File: config.mk
export PLATFORM = sky130hd
export DESIGN_NAME = sound_event_sequencer
export DESIGN_NICKNAME = d
export VERILOG_FILES = /design/src/rtl/snd_pkg.sv /design/src/rtl/tone_gen.sv /design/src/rtl/sound_event_sequencer.sv
export SDC_FILE = /design/constraint.sdc
export NUM_CORES = 1
export LEC_CHECK = 0
export BUFFER_PORTS_ARGS = -buffer_cell sky130_fd_sc_hd__buf_2
export CORE_MARGIN = 8
export CORE_UTILIZATION = 52
export DETAILED_ROUTE_END_ITERATION = 10
export PLACE_DENSITY = 0.79
export SLEW_MARGIN = 10
export SYNTH_ARGS = -nofsm -noshare
export SYNTH_HDL_FRONTEND = slang
export SYNTH_SLANG_ARGS = --single-unit
File: constraint.sdc
create_clock -name clk -period 3.69 [get_ports clk]
set_input_delay 0 -clock clk [delete_from_list [all_inputs] [get_ports clk]]
set_output_delay 0 -clock clk [all_outputs]
set_load 0.01 [all_outputs]
File: src/rtl/snd_pkg.sv
// Shared types and constants for the sound event sequencer.
// Note half-periods assume a 50 MHz clk.
package snd_pkg;

  typedef enum logic [1:0] {
    IDLE = 2'd0,
    PLAY = 2'd1,
    GAP  = 2'd2
  } state_t;

  localparam int unsigned NOTE_A = 56818;  // 440 Hz
  localparam int unsigned NOTE_G = 63776;  // 392 Hz
  localparam int unsigned NOTE_C = 47778;  // 523.25 Hz

  localparam logic GAIN_6DB = 1'b1;

endpackage

File: src/rtl/tone_gen.sv
// Square-wave generator: a phase counter that wraps at period-1 and toggles audio.
// load captures a new period and restarts at phase 0 with audio low; clear silences.
module tone_gen #(
  parameter int PERIOD_W = 18
) (
  input  logic                clk,
  input  logic                rst_n,
  input  logic                load,
  input  logic                clear,
  input  logic [PERIOD_W-1:0] period,
  output logic                audio
);

  logic [PERIOD_W-1:0] period_q;
  logic [PERIOD_W-1:0] phase;

  always_ff @(posedge clk or negedge rst_n) begin
    if (!rst_n) begin
      period_q <= '0;
      phase    <= '0;
      audio    <= 1'b0;
    end else if (load) begin
      period_q <= period;
      phase    <= '0;
      audio    <= 1'b0;
    end else if (clear) begin
      phase <= '0;
      audio <= 1'b0;
    end else if (phase == period_q - 1'b1) begin
      phase <= '0;
      audio <= ~audio;
    end else begin
      phase <= phase + 1'b1;
    end
  end

endmodule

File: src/rtl/sound_event_sequencer.sv
// Fixed-priority sound event sequencer: latches requests, plays one event at a time
// with optional preemption and sustained events, and inserts a silent gap between events.
module sound_event_sequencer
  import snd_pkg::*;
#(
  parameter int                NUM_EV       = 4,
  parameter int                PERIOD_W     = 18,
  parameter int                DUR_W        = 8,
  parameter int                GAP_TICKS    = 2,
  parameter logic [NUM_EV-1:0] SUSTAIN_MASK = 4'b1000,
  parameter bit                PREEMPT      = 1'b1,
  localparam int               EW           = (NUM_EV > 1) ? $clog2(NUM_EV) : 1
) (
  input  logic                       clk,
  input  logic                       rst_n,
  input  logic                       tick_en,
  input  logic [NUM_EV-1:0]          ev_req,
  input  logic [NUM_EV*PERIOD_W-1:0] half_period,
  input  logic [NUM_EV*DUR_W-1:0]    duration,
  output logic                       audio,
  output logic                       gain,
  output logic                       notshutdown,
  output logic [EW-1:0]              active_ev,
  output logic                       done
);

  localparam int GW = (GAP_TICKS > 1) ? $clog2(GAP_TICKS) : 1;

  state_t              state, state_nx;
  logic [NUM_EV-1:0]   pend, pend_nx, clr_mask, lower_mask;
  logic [EW-1:0]       sel, sel_nx, pick;
  logic [DUR_W-1:0]    dur_cnt, dur_nx, pick_dur;
  logic [PERIOD_W-1:0] pick_per;
  logic [GW-1:0]       gap_cnt, gap_nx;
  logic                done_nx, tone_load, pick_skip, cur_sus, natural_end;

  assign gain = GAIN_6DB;

  // Lowest pending index wins; lower_mask marks events that outrank the one playing.
  always_comb begin
    pick = '0;
    for (int i = NUM_EV - 1; i >= 0; i--) begin
      if (pend[i]) pick = EW'(i);
    end
    lower_mask = '0;
    for (int i = 0; i < NUM_EV; i++) begin
      lower_mask[i] = (i < int'(sel));
    end
    pick_per  = half_period[int'(pick)*PERIOD_W +: PERIOD_W];
    pick_dur  = duration[int'(pick)*DUR_W +: DUR_W];
    pick_skip = (pick_per == '0) || ((pick_dur == '0) && !SUSTAIN_MASK[pick]);
    cur_sus   = SUSTAIN_MASK[sel];
  end

  always_comb begin
    state_nx    = state;
    sel_nx      = sel;
    dur_nx      = dur_cnt;
    gap_nx      = gap_cnt;
    done_nx     = 1'b0;
    tone_load   = 1'b0;
    clr_mask    = '0;
    natural_end = 1'b0;
    case (state)
      IDLE: begin
        if (|pend) begin
          clr_mask[pick] = 1'b1;
          sel_nx         = pick;
          dur_nx         = pick_dur;
          if (pick_skip) begin
            done_nx  = 1'b1;
            state_nx = GAP;
            gap_nx   = '0;
          end else begin
            tone_load = 1'b1;
            state_nx  = PLAY;
          end
        end
      end
      PLAY: begin
        natural_end = cur_sus ? !ev_req[sel] : (tick_en && (dur_cnt == DUR_W'(1)));
        if (natural_end) begin
          done_nx  = 1'b1;
          state_nx = GAP;
          gap_nx   = '0;
        end else begin
          if (!cur_sus && tick_en) dur_nx = dur_cnt - 1'b1;
          // A preempted event is dropped, not requeued; the new one restarts the tone.
          if (PREEMPT && |(pend & lower_mask)) begin
            clr_mask[pick] = 1'b1;
            sel_nx         = pick;
            dur_nx         = pick_dur;
            if (pick_skip) begin
              done_nx  = 1'b1;
              state_nx = GAP;
              gap_nx   = '0;
            end else begin
              tone_load = 1'b1;
            end
          end
        end
      end
      GAP: begin
        if (GAP_TICKS == 0) begin
          state_nx = IDLE;
        end else if (tick_en) begin
          if (int'(gap_cnt) == GAP_TICKS - 1) begin
            state_nx = IDLE;
            gap_nx   = '0;
          end else begin
            gap_nx = gap_cnt + 1'b1;
          end
        end
      end
      default: state_nx = IDLE;
    endcase
    pend_nx = (pend & ~clr_mask & ~(SUSTAIN_MASK & ~ev_req)) | ev_req;
  end

  always_ff @(posedge clk or negedge rst_n) begin
    if (!rst_n) begin
      state       <= IDLE;
      pend        <= '0;
      sel         <= '0;
      dur_cnt     <= '0;
      gap_cnt     <= '0;
      done        <= 1'b0;
      notshutdown <= 1'b0;
      active_ev   <= '0;
    end else begin
      state       <= state_nx;
      pend        <= pend_nx;
      sel         <= sel_nx;
      dur_cnt     <= dur_nx;
      gap_cnt     <= gap_nx;
      done        <= done_nx;
      notshutdown <= (state_nx == PLAY);
      active_ev   <= (state_nx == PLAY) ? sel_nx : '0;
    end
  end

  tone_gen #(.PERIOD_W(PERIOD_W)) u_tone (
    .clk    (clk),
    .rst_n  (rst_n),
    .load   (tone_load),
    .clear  (state_nx != PLAY),
    .period (pick_per),
    .audio  (audio)
  );

endmodule

==> impl_results.md <==
- Netlist Area Pre-Place: between 0.004 and 0.005 mm2
- Initial antenna violation count: 0
- Vias in the first global route: 4651
- R2r startpoint: pend[2]
- Synth area leaders: dfrtp_1 (32%), xnor2_1 (4.3%), nor2_1 (3.9%)
- Crit path time final: ~3.4 ns
- EDFF count, synth: 0
- Max-Slew Margin vs Limit: around half
- CP startpoint kind: register
- Final hold violations: 0
- Tcrit/Tclk final: 91.8%
- Pwr per Cell Area: 692 mW/mm2
- Unique cell type count in the Yosys netlist: 62
- Final HPWL DP: around 11000 um
- Most common cell after layout, fill and taps aside: buf_2
- Clock skew: 0.00651 ns
- R2R cell count: 8
- Fraction of registers with async set/reset: 100%
- Die Y: about 110 um
- Reg2reg setup slack: roughly 0.3 ns
- Hold Path Class: input port to register
- Starting density of the core: between 50 and 60%
- Root Buffer: clkbuf_8
- Lkg Pwr: approximately 0.0025 uW
- IO Pins: 117
- Iter 0 DRT Violations: between 300 and 400
- Yosys top cell area share: 32.2%
- DP Area: around 0.0052 mm2
- CTS H-tree lvls: 3
- Critical path capture point type: register
- Worst-path fanout max: 17
- Routed vias/inst: 6.23
- Most frequent cells in the layout: buf_2 (115), dfrtp_1 (58), nor2_1 (47)
- Ys Warns: 0
- Global-route wire length before repair: 23000 um
- Setup violators final: 0
- Final instance area: 0.00547 mm2
- Post-Syn Nets: about 650
- Worst setup path class: register to register
- # port buffers: approximately 120
- Total negative slack: 0 ns
- Final Non-Filler Cells: around 760
- Largest net degree at the start of global routing: 59
- Instance count of the mapped netlist: 532
- Setup crit start: pend[2]
- Via count: 4748
- RD Place Congestion: 0.954
- Largest area contributor in the netlist: dfrtp_1
- DR pass1 iterations: 7
- Share of cells above drive strength 1: a little over a quarter
- Drt total wl: approximately 14000 um
- FP Rows: 34
- CTS sink count: just under 60
- Core ar.: approximately 0.0086 mm2
- Die outline width: roughly 110 um
- Die ar.: ~0.012 mm2
- CTS Buf Count: 9
- FF-to-FF End: u_tone.period_q[4]
- Req. time, crit path: approximately 4 ns
- Main synth FF type: dfrtp_1
- Layout net count: 768
- Area grow syn2layout: 21.3%
- Clock Pin Slew Worst Setup and Hold Paths: 0.07 ns
- Fill count: around 700
- Status: finished, final reports clean
- Worst-skew pair later-pin latency: ~0.35 ns
- Part of the Yosys area used for sequential elements: 32.2%
- RSZ-0062 raised after global routing: false
- Inst Count DP: between 700 and 800
- Gr usage total: 24.5%
- Synthesis-stage register bit count: 58
- Wire per inst: roughly 19 um
- CTS tree: done
- Mean Syn Cell Area: between 8 and 9 um2
- Max Cap Viol: 0
- Critical Path AT: approximately 3.6 ns
- Max VDD drop: 477 uV
- Overflow after GRT: 0
- ANT cells: 0
- Drt drc: 0
- Setup crit end: u_tone.period_q[4]
- Post-DRT Antenna Nets: 0
- Post-CTS Resized: 0
- Max clock buf depth: 2
- Fin util: between 60% and 70%
- Max Fclk: approximately 300 MHz
- Slew Limit Fails: 0
- Worst Max-Slew Pin Slew: about 0.75 ns
## metal layers
metal,track usage (%),share of wire [%]
met1,28.5,40
met4,7.04,1.9
met3,6.86,7.1
met5,0,0
met2,43.0,51
## worst max-delay path: stages, from the launching register on
cell,delay [ns]
dfrtp_1,0.54
buf_4,0.26
nor2b_4,0.09
a221o_1,0.30
a32o_1,0.27
or4_1,0.56
or4_1,0.59
nand3_4,0.29
mux2_2,0.38
## sequential cells by signal (all words and copies together) (netlist names)
signal / count
active_ev: 2
done: 1
dur_cnt: 8
gap_cnt: 1
notshutdown: 1
pend: 4
sel: 2
state: 2
u_tone.audio: 1
u_tone.period_q: 18
u_tone.phase: 18
## per-stage QoR
step	hold WS [ns]	total power [uW]	setup slack, ns
after floorplan	-0.296	2560	0.672
after global placement	0.151	3020	0.419
after detailed placement	0.146	3090	0.356
after CTS	0.0239	3770	0.329
after global routing	0.0311	4060	0.184
final	0.0314	3790	0.302
## cell families after synthesis
logic type	Yosys count	synth area share, %
xor+xnor	37	7.18
fa+ha+maj	8	2.22
simple gates	202	23.5
mux	20	5.52
other cells	1	0.0831
buf+inv	48	4.96
flops	58	32.2
compound gates	158	24.4
## synth_stat cells (8+ instances only)
cell and n:
clkbuf_1 20, dfrtp_1 58, a21oi_1 30, xor2_1 15, inv_1 16, a221o_1 11
and3_1 10, a31oi_1 8, nor2_1 47, ha_1 8, a22oi_1 17, nor3_1 12
nand2_1 36, a32o_1 10, xnor2_1 22, o21ai_0 35, nand2b_1 17, nand3_1 27
mux2_4 8, nor4_1 11
## worst min path at each step
| stage | from | end | cells past startpoint |
|---|---|---|---|
| 6_report | half_period[9] | u_tone.period_q[9] | 3 |
| 3_5_place_dp | ev_req[3] | pend[3] | 1 |
| 3_3_place_gp | ev_req[3] | pend[3] | 1 |
| 4_1_cts | half_period[15] | u_tone.period_q[15] | 4 |
| 2_1_floorplan | rst_n | active_ev[0] | 0 |
| 5_1_grt | half_period[5] | u_tone.period_q[5] | 4 |
## where the power goes
group,switching [uW],total (uW),internal (uW)
Sequential,304,1150,844
Combinational,1090,1980,890
Clock,280,659,378
Total,1670,3790,2110
## cell type report
class / instances / area, um2 / area share [%]
clock buffer: 9 / 124 / 2.26
clock inverter: 7 / 93.8 / 1.71
sequential: 58 / 1450 / 26.5
tap: 108 / 135 / 2.47
multi-input combinational: 426 / 2840 / 51.9
inverter: 16 / 60.1 / 1.10
timing repair buffer: 138 / 766 / 14.0
## what timing repair did
action,CTS,global route
setup endpoints to repair,0,0
hold endpoints to repair,64,0
buffers inserted,0,0
hold buffers,7,0
(Power assumes the default switching activity.)
